`src/rtl/game_result_pkg.sv`:
```
// Shared encodings for the game result controller: winState codes,
// controller states and small saturating helpers.
package game_result_pkg;

  // winState codes from the king-state evaluator (4..7 read as continue)
  typedef enum logic [1:0] {
    CONTINUE = 2'd0,
    WHITEWIN = 2'd1,
    BLACKWIN = 2'd2,
    DRAW     = 2'd3
  } result_e;

  // Controller states; SETTLE is the reset state
  typedef enum logic [2:0] {
    SETTLE   = 3'd0,
    PLAY     = 3'd1,
    CHECKED  = 3'd2,
    HOLD     = 3'd3,
    WAIT_NEW = 3'd4,
    CLEAR    = 3'd5
  } game_state_e;

  localparam int SCORE_W    = 4;
  localparam int MOVE_CNT_W = 16;

  // True for a real game result (1..3); 0 and 4..7 mean keep playing
  function automatic logic isResult(input logic [2:0] ws);
    return (ws[2] == 1'b0) && (ws[1:0] != 2'b00);
  endfunction

  // Score increment that sticks at all-ones
  function automatic logic [SCORE_W-1:0] satInc(input logic [SCORE_W-1:0] v);
    return (&v) ? v : v + 1'b1;
  endfunction

endpackage

```
`src/rtl/game_result_ctrl_confirm.sv`:
```
// result_confirm: debounces winState. A value is only acted on after it
// has been sampled CONFIRM_CYCLES times in a row.
module result_confirm
  import game_result_pkg::*;
#(
  parameter int CONFIRM_CYCLES = 4
) (
  input  logic       clk,
  input  logic       reset,
  input  logic       clr,
  input  logic [2:0] winState,
  output logic       confirmed,
  output logic       clear,
  output logic [1:0] resultCode
);

  localparam int CW = $clog2(CONFIRM_CYCLES + 1);
  localparam logic [CW-1:0] RUN_MAX = CW'(CONFIRM_CYCLES);

  logic [2:0]    sample;
  logic [CW-1:0] runCnt;
  logic          runDone;

  // Track the last sample and how many consecutive times it has been seen
  always_ff @(posedge clk or posedge reset) begin
    if (reset) begin
      sample <= '0;
      runCnt <= '0;
    end else if (clr) begin
      sample <= winState;
      runCnt <= '0;
    end else begin
      sample <= winState;
      if (winState != sample)
        runCnt <= CW'(1);
      else if (runCnt != RUN_MAX)
        runCnt <= runCnt + 1'b1;
    end
  end

  assign runDone    = (runCnt == RUN_MAX);
  assign confirmed  = runDone && isResult(sample);
  assign clear      = runDone && !isResult(sample);
  assign resultCode = isResult(sample) ? sample[1:0] : 2'b00;

endmodule

```
`src/rtl/game_result_ctrl.sv`:
```
// game_result_ctrl: gates moves while in check, latches and shows the game
// result, keeps per-colour scores and sequences a new game.
module game_result_ctrl
  import game_result_pkg::*;
#(
  parameter int CONFIRM_CYCLES = 4,
  parameter int HOLD_CYCLES    = 100000000,
  parameter int BLINK_CYCLES   = 25000000
) (
  input  logic         clk,
  input  logic         reset,
  input  logic [2:0]   winState,
  input  logic         check,
  input  logic         allowMoveIn,
  input  logic         pieceIsKing,
  input  logic         moveCommit,
  input  logic         newGameBtn,
  output logic         allowMove,
  output logic         gameOver,
  output logic [1:0]   result,
  output logic         checkLed,
  output logic         resultBlink,
  output logic         boardReset,
  output logic [3:0]   whiteScore,
  output logic [3:0]   blackScore,
  output logic [3:0]   drawCount
);

  localparam int HW = (HOLD_CYCLES  > 1) ? $clog2(HOLD_CYCLES)  : 1;
  localparam int BW = (BLINK_CYCLES > 1) ? $clog2(BLINK_CYCLES) : 1;
  localparam logic [HW-1:0] HOLD_LAST  = HW'(HOLD_CYCLES - 1);
  localparam logic [BW-1:0] BLINK_LAST = BW'(BLINK_CYCLES - 1);

  game_state_e state, nextState;

  logic                  confirmed, settled;
  logic [1:0]            resultCode;
  logic                  newGameBtnD, newEdge;
  logic                  enterHold;
  logic [HW-1:0]         holdCnt;
  logic [BW-1:0]         blinkCnt;
  logic                  blinkQ;
  logic [1:0]            resultQ;
  logic [SCORE_W-1:0]    whiteQ, blackQ, drawQ;
  logic [MOVE_CNT_W-1:0] moveCnt;

  result_confirm #(.CONFIRM_CYCLES(CONFIRM_CYCLES)) uConfirm (
    .clk       (clk),
    .reset     (reset),
    .clr       (state == CLEAR),
    .winState  (winState),
    .confirmed (confirmed),
    .clear     (settled),
    .resultCode(resultCode)
  );

  // Button edge detect: remember last level of the debounced button
  always_ff @(posedge clk or posedge reset) begin
    if (reset) newGameBtnD <= 1'b0;
    else       newGameBtnD <= newGameBtn;
  end

  assign newEdge = newGameBtn & ~newGameBtnD;

  // State register
  always_ff @(posedge clk or posedge reset) begin
    if (reset) state <= SETTLE;
    else       state <= nextState;
  end

  // Next state and move gating; a confirmed result beats a new-game press,
  // which beats a check change
  always_comb begin
    nextState = state;
    allowMove = 1'b0;
    unique case (state)
      SETTLE: begin
        if (settled) nextState = PLAY;
      end
      PLAY: begin
        allowMove = allowMoveIn;
        if (confirmed)    nextState = HOLD;
        else if (newEdge) nextState = CLEAR;
        else if (check)   nextState = CHECKED;
      end
      CHECKED: begin
        allowMove = allowMoveIn & pieceIsKing;
        if (confirmed)    nextState = HOLD;
        else if (newEdge) nextState = CLEAR;
        else if (!check)  nextState = PLAY;
      end
      HOLD: begin
        if (holdCnt == HOLD_LAST) nextState = WAIT_NEW;
      end
      WAIT_NEW: begin
        if (newEdge) nextState = CLEAR;
      end
      CLEAR: begin
        nextState = SETTLE;
      end
      default: nextState = SETTLE;
    endcase
  end

  assign enterHold = (nextState == HOLD) && (state != HOLD);

  // Latch the result on HOLD entry; drop it as the new game starts
  always_ff @(posedge clk or posedge reset) begin
    if (reset)                   resultQ <= 2'b00;
    else if (enterHold)          resultQ <= resultCode;
    else if (nextState == CLEAR) resultQ <= 2'b00;
  end

  // Scores bump once per game on HOLD entry and only reset clears them
  always_ff @(posedge clk or posedge reset) begin
    if (reset) begin
      whiteQ <= '0;
      blackQ <= '0;
      drawQ  <= '0;
    end else if (enterHold) begin
      case (resultCode)
        WHITEWIN: whiteQ <= satInc(whiteQ);
        BLACKWIN: blackQ <= satInc(blackQ);
        DRAW:     drawQ  <= satInc(drawQ);
        default:  ;
      endcase
    end
  end

  // Minimum display time: count 0..HOLD_CYCLES-1 while in HOLD
  always_ff @(posedge clk or posedge reset) begin
    if (reset)                                      holdCnt <= '0;
    else if (enterHold)                             holdCnt <= '0;
    else if (state == HOLD && holdCnt != HOLD_LAST) holdCnt <= holdCnt + 1'b1;
  end

  // Result LED blink, restarted on HOLD entry and idle outside game-over
  always_ff @(posedge clk or posedge reset) begin
    if (reset) begin
      blinkCnt <= '0;
      blinkQ   <= 1'b0;
    end else if (enterHold || !gameOver) begin
      blinkCnt <= '0;
      blinkQ   <= 1'b0;
    end else if (blinkCnt == BLINK_LAST) begin
      blinkCnt <= '0;
      blinkQ   <= ~blinkQ;
    end else begin
      blinkCnt <= blinkCnt + 1'b1;
    end
  end

  // Informational move count; commits outside active play are ignored
  always_ff @(posedge clk or posedge reset) begin
    if (reset)
      moveCnt <= '0;
    else if (moveCommit && (state == PLAY || state == CHECKED))
      moveCnt <= moveCnt + 1'b1;
  end

  assign gameOver    = (state == HOLD) || (state == WAIT_NEW);
  assign checkLed    = (state == CHECKED);
  assign boardReset  = (state == CLEAR);
  assign resultBlink = blinkQ & gameOver;
  assign result      = resultQ;
  assign whiteScore  = whiteQ;
  assign blackScore  = blackQ;
  assign drawCount   = drawQ;

endmodule
```
`config.mk`:
```
export PLATFORM = sky130hd
export DESIGN_NAME = game_result_ctrl
export DESIGN_NICKNAME = d
export VERILOG_FILES = /design/src/rtl/game_result_pkg.sv /design/src/rtl/game_result_ctrl_confirm.sv /design/src/rtl/game_result_ctrl.sv
export SDC_FILE = /design/constraint.sdc
export NUM_CORES = 1
export LEC_CHECK = 0
export CORE_MARGIN = 4
export CORE_UTILIZATION = 30
export CTS_CLUSTER_DIAMETER = 100
export DETAILED_ROUTE_END_ITERATION = 16
export SLEW_MARGIN = 10
export SYNTH_ARGS = -nofsm -noshare
export SYNTH_HDL_FRONTEND = slang
export SYNTH_HIERARCHICAL = 1
export SYNTH_SLANG_ARGS = --single-unit
export TNS_END_PERCENT = 1
```
`constraint.sdc`:
```
create_clock -name clk -period 2.5 [get_ports clk]
set_input_delay 0.5 -clock clk [delete_from_list [all_inputs] [get_ports clk]]
set_output_delay 0.5 -clock clk [all_outputs]
set_load 0.005 [all_outputs]
```
==> reports/results.ini, run 1 <==
[grt]
grt_use_total_pct = 12.33
grt_max_degree = 72
grt_pass1_wl_mm = 14.92
globalRoute.totalOverflow = 0
grt_pass1_vias = 3137
antenna_found_initial = 0

[place]
place_area_mm2 = 0.004492
port_buffers = 27
post-dp-hpwl_mm = 5.788
pre_cts_ws_ns = 0.2200
gp_congestion = 0.7552

[power_and_ir_drop]
p_leak_nw = 1.992
irDropWorstVdd_mv = 0.4117
clkPwrFrac_pct = 40.2
power_density_mw_per_mm2 = 633.7
sw_frac_of_total_pct = 27.57
power.internal_w = 0.002195
p_comb_share_pct = 14.4
pwr-share-seq_pct = 45.5
p_switching_w = 0.0008352

[synth]
synth_area_mm2 = 0.003978
synth_nets = 413
syn_inst = 396
yosysUniqueCellTypes = 54
synth.avg_cell_area_um2 = 10.04
async_flop_share_pct = 100.0
synth.yosys.seq_area_share_pct = 48.44
synth_seq_cells = 77
synth_flop_cell = dfrtp_1
yosys_warnings = 6
synth_edf_count = 0

[setup_path]
slowest_stage = clkdlybuf4s50_1
slowest_delay_ns = 0.53
cp.arrival_ns = 1.88
reg2reg_to = blackScore[1]
critical_path.cell_chain = and3b_2 > a21oi_2 > nor2b_1 > clkdlybuf4s50_1
crit_family = buffers and inverters
end_kind = output port
r2r-start = uConfirm/runCnt[0]
start_kind = register
required_ns = 2.00
rrSetupSlack_ns = 0.37
crit_type = register to output port
r2r_cells = 7
path_max_fanout = 6
crit_buf_inv = 1

[timing]
min_period_over_period_pct = 95.02
drv_slew = 0
clock_skew_ns = 0.009754
relSlewSlack_pct = 69.32
fin_setup_tns_ns = 0
rsz0062_at_grt = no
hold_violations = 0
fmax_mhz = 421.0
min_period_ns = 2.375
tightest_slew_ns = 0.4602
finalSetupViolCount = 0
fin_ws_ns = 0.1245

[layout]
stdcell_area_mm2 = 0.004781
nNetsFinal = 451
fillerInstances = 1312
multi_input_area_mm2 = 0.001929
final_util_pct = 37.28
register_area_mm2 = 0.001927
drive_above_1_share_pct = 11.42
area_growth_pct = 20.20
antennaDiodeCount = 0
final_common_cell = dfrtp_1
layout_common_cells = 77 x dfrtp_1, 54 x nor2_1, 34 x xnor2_1

[detailed_routing]
wl_per_cell_um = 13.79
wl_mm = 8.409
ant_nets = 0
drt_iter0_markers = 146
dr.pass1.iters = 4
vias_per_cell = 4.879
vias = 2976
drc = 0

[cts]
postCtsHoldBufs = 0
ctsResizeCount = 0
clk_latency_ns = 0.34
cts-root-buf = clkbuf_16
cts_buffer_depth = 2
htreeDepth = 3
path_clk_slew_ns = 0.06
post-cts-setup-buffer-count = 0
tritoncts = yes
cts_buffers = 9
cts_sinks = 77

[floorplan]
die_w_um = 123.1
placeableCoreArea_mm2 = 0.01282
dieArea_mm2 = 0.01516
initial_core_util_pct = 31.01
fp-row-count = 41
ios = 29
fp.dieH_um = 123.1

[min_path]
hold_path.class = input port to async pin

[job]
maxCapViolations = 0

[status]
status = finished, final reports clean

state kept, by name (all words and copies together) (netlist names):
signal and cells:
blackScore 4, blinkCnt 25, blinkQ 1, drawCount 4, holdCnt 27, newGameBtnD 1, result 2, state 3
uConfirm/runCnt 3, uConfirm/sample 3, whiteScore 4
cells in the mapped netlist (3+ instances only):
cell	n	share of area [%]
nand3_1	23	2.9
or3_1	3	0.47
xnor2_1	34	7.5
nor4_1	5	0.79
a21oi_1	9	1.1
nor2b_1	3	0.47
dfrtp_1	77	48
mux2i_1	4	1.0
and2_1	3	0.47
o31ai_1	4	0.75
xor2_1	14	3.1
o21ai_0	8	1.0
nor2_1	54	5.1
nor3_1	19	2.4
and4_1	5	1.1
nand2_1	27	2.5
nand4_1	13	2.0
buf_2	3	0.38
ha_1	7	2.2
and3_1	11	1.7
o311ai_0	3	0.66
inv_1	19	1.8
mux2_2	3	0.85
buf_4	3	0.57
o211ai_1	5	0.94
power groups by stage:
| stage | clock network [W] | logic (W) | registers, W |
|---|---|---|---|
| after floorplan | 0 | 0.000278 | 0.00138 |
| after global placement | 0 | 0.000426 | 0.00140 |
| after detailed placement | 0 | 0.000434 | 0.00140 |
| final | 0.00122 | 0.000435 | 0.00138 |
| after global routing | 0.00130 | 0.000495 | 0.00139 |
| after CTS | 0.00126 | 0.000437 | 0.00138 |
layer usage:
layer  global-route usage, %  share of wire, %
met4                   5.606               1.9
met2                   19.88                48
met3                   3.385               3.5
met5                       0                 0
met1                   15.43                47
through the flow:
stage / instances / total power [W] / hold WS (ns)
floorplan: 396 / 0.001658 / 0.2910
global placement: 595 / 0.001824 / 0.4538
detailed placement: 595 / 0.001833 / 0.4674
CTS: 610 / 0.003070 / 0.4289
global route: 610 / 0.003186 / 0.4723
finish: 610 / 0.003030 / 0.4346
worst max path at each step:
stage | startpoint | to | slack, ns | depth (start not counted)
after floorplan | reset | blackScore[0] | 0.20 | 1
after global placement | pieceIsKing | allowMove | 0.24 | 5
after detailed placement | uConfirm/runCnt[0] | blackScore[1] | 0.22 | 7
after CTS | state[0] | boardReset | 0.02 | 3
after global routing | state[0] | resultBlink | 0.01 | 4
final | state[0] | resultBlink | 0.12 | 4
final cells by class:
class / instances / area share, %
Inverter: 19 / 1.492
Tap cell: 172 / 4.501
Clock buffer: 10 / 4.999
Sequential cell: 77 / 40.30
Clock inverter: 5 / 0.7590
Multi-Input combinational cell: 291 / 40.36
Timing Repair Buffer: 36 / 7.590
cells by family (layout without fill, tap and decap cells):
family                   count (synthesis)  count (layout)  synth area share, %
AO/OA/AOI/OAI                           40              40                7.078
flip-flops                              77              77                48.44
buffers and inverters                   28              70                3.397
adder cells (fa/ha/maj)                  7               7                2.202
XOR/XNOR                                49              49                10.98
multiplexers                             7               7                1.856
AND/OR/NAND/NOR                        188             188                26.05
Power figures use the tool's default switching activity.
==> inputs of run 2 (changes only) <==
--- a/config.mk
+++ b/config.mk
@@ -5,10 +5,10 @@
 export SDC_FILE = /design/constraint.sdc
 export NUM_CORES = 1
 export LEC_CHECK = 0
-export CORE_MARGIN = 4
 export CORE_UTILIZATION = 30
 export CTS_CLUSTER_DIAMETER = 100
 export DETAILED_ROUTE_END_ITERATION = 16
+export DONT_BUFFER_PORTS = 1
 export SLEW_MARGIN = 10
 export SYNTH_ARGS = -nofsm -noshare
 export SYNTH_HDL_FRONTEND = slang
==> reports/results.ini, run 2 (synthesis results as in run 1) <==
[place]
place_area_mm2 = 0.004194  ; -6.6%
gp_congestion = 0.7849  ; +3.9%
post-dp-hpwl_mm = 5.501  ; -5.0%
port_buffers = 0  ; -100%

[timing]
min_period_over_period_pct = 88.33  ; -6.7 points
fmax_mhz = 452.8  ; +7.6%
rsz0062_at_grt = no
tightest_slew_ns = 0.5298  ; +0.06961 ns
clock_skew_ns = 0.007741  ; -0.002013 ns
hold_violations = 0  ; unchanged
relSlewSlack_pct = 64.41  ; -4.9 points
finalSetupViolCount = 0  ; unchanged
drv_slew = 0  ; unchanged
fin_setup_tns_ns = 0  ; unchanged
min_period_ns = 2.208  ; -0.1671 ns

[power_and_ir_drop]
p_leak_nw = 1.916  ; -3.8%
p_switching_w = 0.0007975  ; -4.5%
irDropWorstVdd_mv = 0.5061  ; +23%
power_density_mw_per_mm2 = 699.6  ; +10%
clkPwrFrac_pct = 46.5  ; +6.3 points
power.internal_w = 0.002382  ; +8.5%
pwr-share-seq_pct = 43.9  ; -1.6 points
sw_frac_of_total_pct = 25.09  ; -2.5 points
p_comb_share_pct = 9.6  ; -4.8 points

[layout]
largest_reg_flops = 27  ; unchanged
regMostFlops = holdCnt
final_common_cell = dfrtp_1
drive_above_1_share_pct = 10.95  ; -0.47 points
area_growth_pct = 14.25
nNetsFinal = 423  ; -6.2%
antennaDiodeCount = 0  ; unchanged
biggestRegsByFlops = holdCnt x27, blinkCnt x25
layout_common_cells = 77 x dfrtp_1, 54 x nor2_1, 34 x xnor2_1
stdcell_area_mm2 = 0.004544  ; -4.9%

[cts]
cts-root-buf = clkbuf_16
tritoncts = yes
cts_buffers = 9  ; unchanged
htreeDepth = 3  ; unchanged
clk_latency_ns = 0.34  ; about the same
post-cts-setup-buffer-count = 0  ; unchanged
path_clk_slew_ns = 0.06  ; about the same
cts_sinks = 77  ; unchanged
cts_buffer_depth = 2  ; unchanged

[floorplan]
placeableCoreArea_mm2 = 0.01277  ; -0.40%
fp.dieH_um = 117.1  ; -4.9%
die_w_um = 117.1  ; -4.9%
fp-row-count = 41  ; unchanged
initial_core_util_pct = 31.14  ; +0.12 points
dieArea_mm2 = 0.01372  ; -9.5%
ios = 29  ; unchanged

[setup_path]
start_kind = register
crit_path_start = uConfirm/runCnt[0]
r2r-start = uConfirm/runCnt[0]
critical_path.cell_chain = inv_1 > ha_1 > nand2_1 > nor3_1 > nand4_2 > a311oi_2 > mux2_2
slowest_delay_ns = 0.41  ; -0.12 ns
cp.arrival_ns = 2.43  ; +0.55 ns
path_max_fanout = 4  ; -2
end_kind = register
slowest_stage = dfrtp_1
required_ns = 2.72  ; +0.72 ns
crit_end = blackScore[1]
rrSetupSlack_ns = 0.29  ; -0.08 ns
reg2reg_to = blackScore[1]
r2r_cells = 7  ; unchanged
crit_type = register to register

[detailed_routing]
vias_per_cell = 4.882  ; about the same
drc = 0  ; unchanged
dr.pass1.iters = 4  ; unchanged
wl_mm = 7.771  ; -7.6%
wl_per_cell_um = 13.33  ; -3.3%
drt_iter0_markers = 154  ; +5.5%
vias = 2846  ; -4.4%
ant_nets = 0  ; unchanged

[job]
maxCapViolations = 0  ; unchanged

[grt]
antenna_found_initial = 0  ; unchanged
grt_pass1_vias = 2910  ; -7.2%
grt_pass1_wl_mm = 13.74  ; -7.9%
grt_use_total_pct = 12.95  ; +0.62 points
grt_max_degree = 62  ; -14%
globalRoute.totalOverflow = 0  ; unchanged

[status]
status = finished, final reports clean

[min_path]
hold_path.class = input port to register
whs_path_depth = 0

## run 2: changes by cell type in the layout (fill, tap and decap cells not counted), sizes merged
cell           change
inv                -1
buf                -2
clkinv             +1
dlygate4sd3        +1
clkdlybuf4s50     -27
bufinv             +3
clkinvlp           -2
## run 2: cell type report
cell class / instances / area (um2)
multi-input cells: 291 / 1916
well taps: 172 / 215.2
clock buffers: 10 / 229.0
clock inverters: 6 / 111.4
repair buffers: 8 / 75.07
inverters: 19 / 71.32
flip-flops and latches: 77 / 1927
fillers: 1279 / 8229
## run 2: worst max-delay path: cells and delay by family, from the launching register on
kind                       cells  cell delay, ns
muxes                          1            0.38
and+or+nand+nor                3            0.70
buffers and inverters          1            0.07
DFF                            1            0.41
adders and majority gates      1            0.14
AOI/OAI and AO/OA              1            0.39
## run 2: layer usage
layer	share of wire (%)	routed length, um	track usage (%)
met5	0	0	0
met4	1.1	89	4.557
met3	3.4	262	3.553
met2	47	3618	20.67
met1	49	3800	16.89
## run 2: what timing repair did
item,4_1_cts,5_1_grt
hold endpoints to repair,16,0
resized for setup,0,0
hold buffers,1,0
## run 2: worst min path at each step
| stage | startpoint | endpoint |
|---|---|---|
| CTS | newGameBtn | newGameBtnD |
| finish | newGameBtn | newGameBtnD |
| detailed placement | reset | uConfirm/sample[2] |
| floorplan | reset | uConfirm/runCnt[0] |
| global placement | reset | uConfirm/sample[0] |
| global route | newGameBtn | newGameBtnD |
## run 2: power groups by stage
stage	clock, W	combinational, W	sequential [W]
6_report	0.00148	0.000304	0.00140
5_1_grt	0.00157	0.000354	0.00141
4_1_cts	0.00152	0.000312	0.00139
3_5_place_dp	0	0.000309	0.00142
3_3_place_gp	0	0.000299	0.00141
2_1_floorplan	0	0.000278	0.00138
## run 2: per-stage QoR
stage,worst slack [ns],total power [W],util [%],cells,hold WS (ns)
3_5_place_dp,0.3042,0.001726,32.83,566,0.3190
3_3_place_gp,0.3237,0.001709,32.83,566,0.3096
6_report,0.2916,0.003179,35.58,583,0.1901
2_1_floorplan,0.2034,0.001658,-,396,0.2910
5_1_grt,0.1062,0.003334,35.58,583,0.1711
4_1_cts,0.2676,0.003225,35.58,583,0.1753
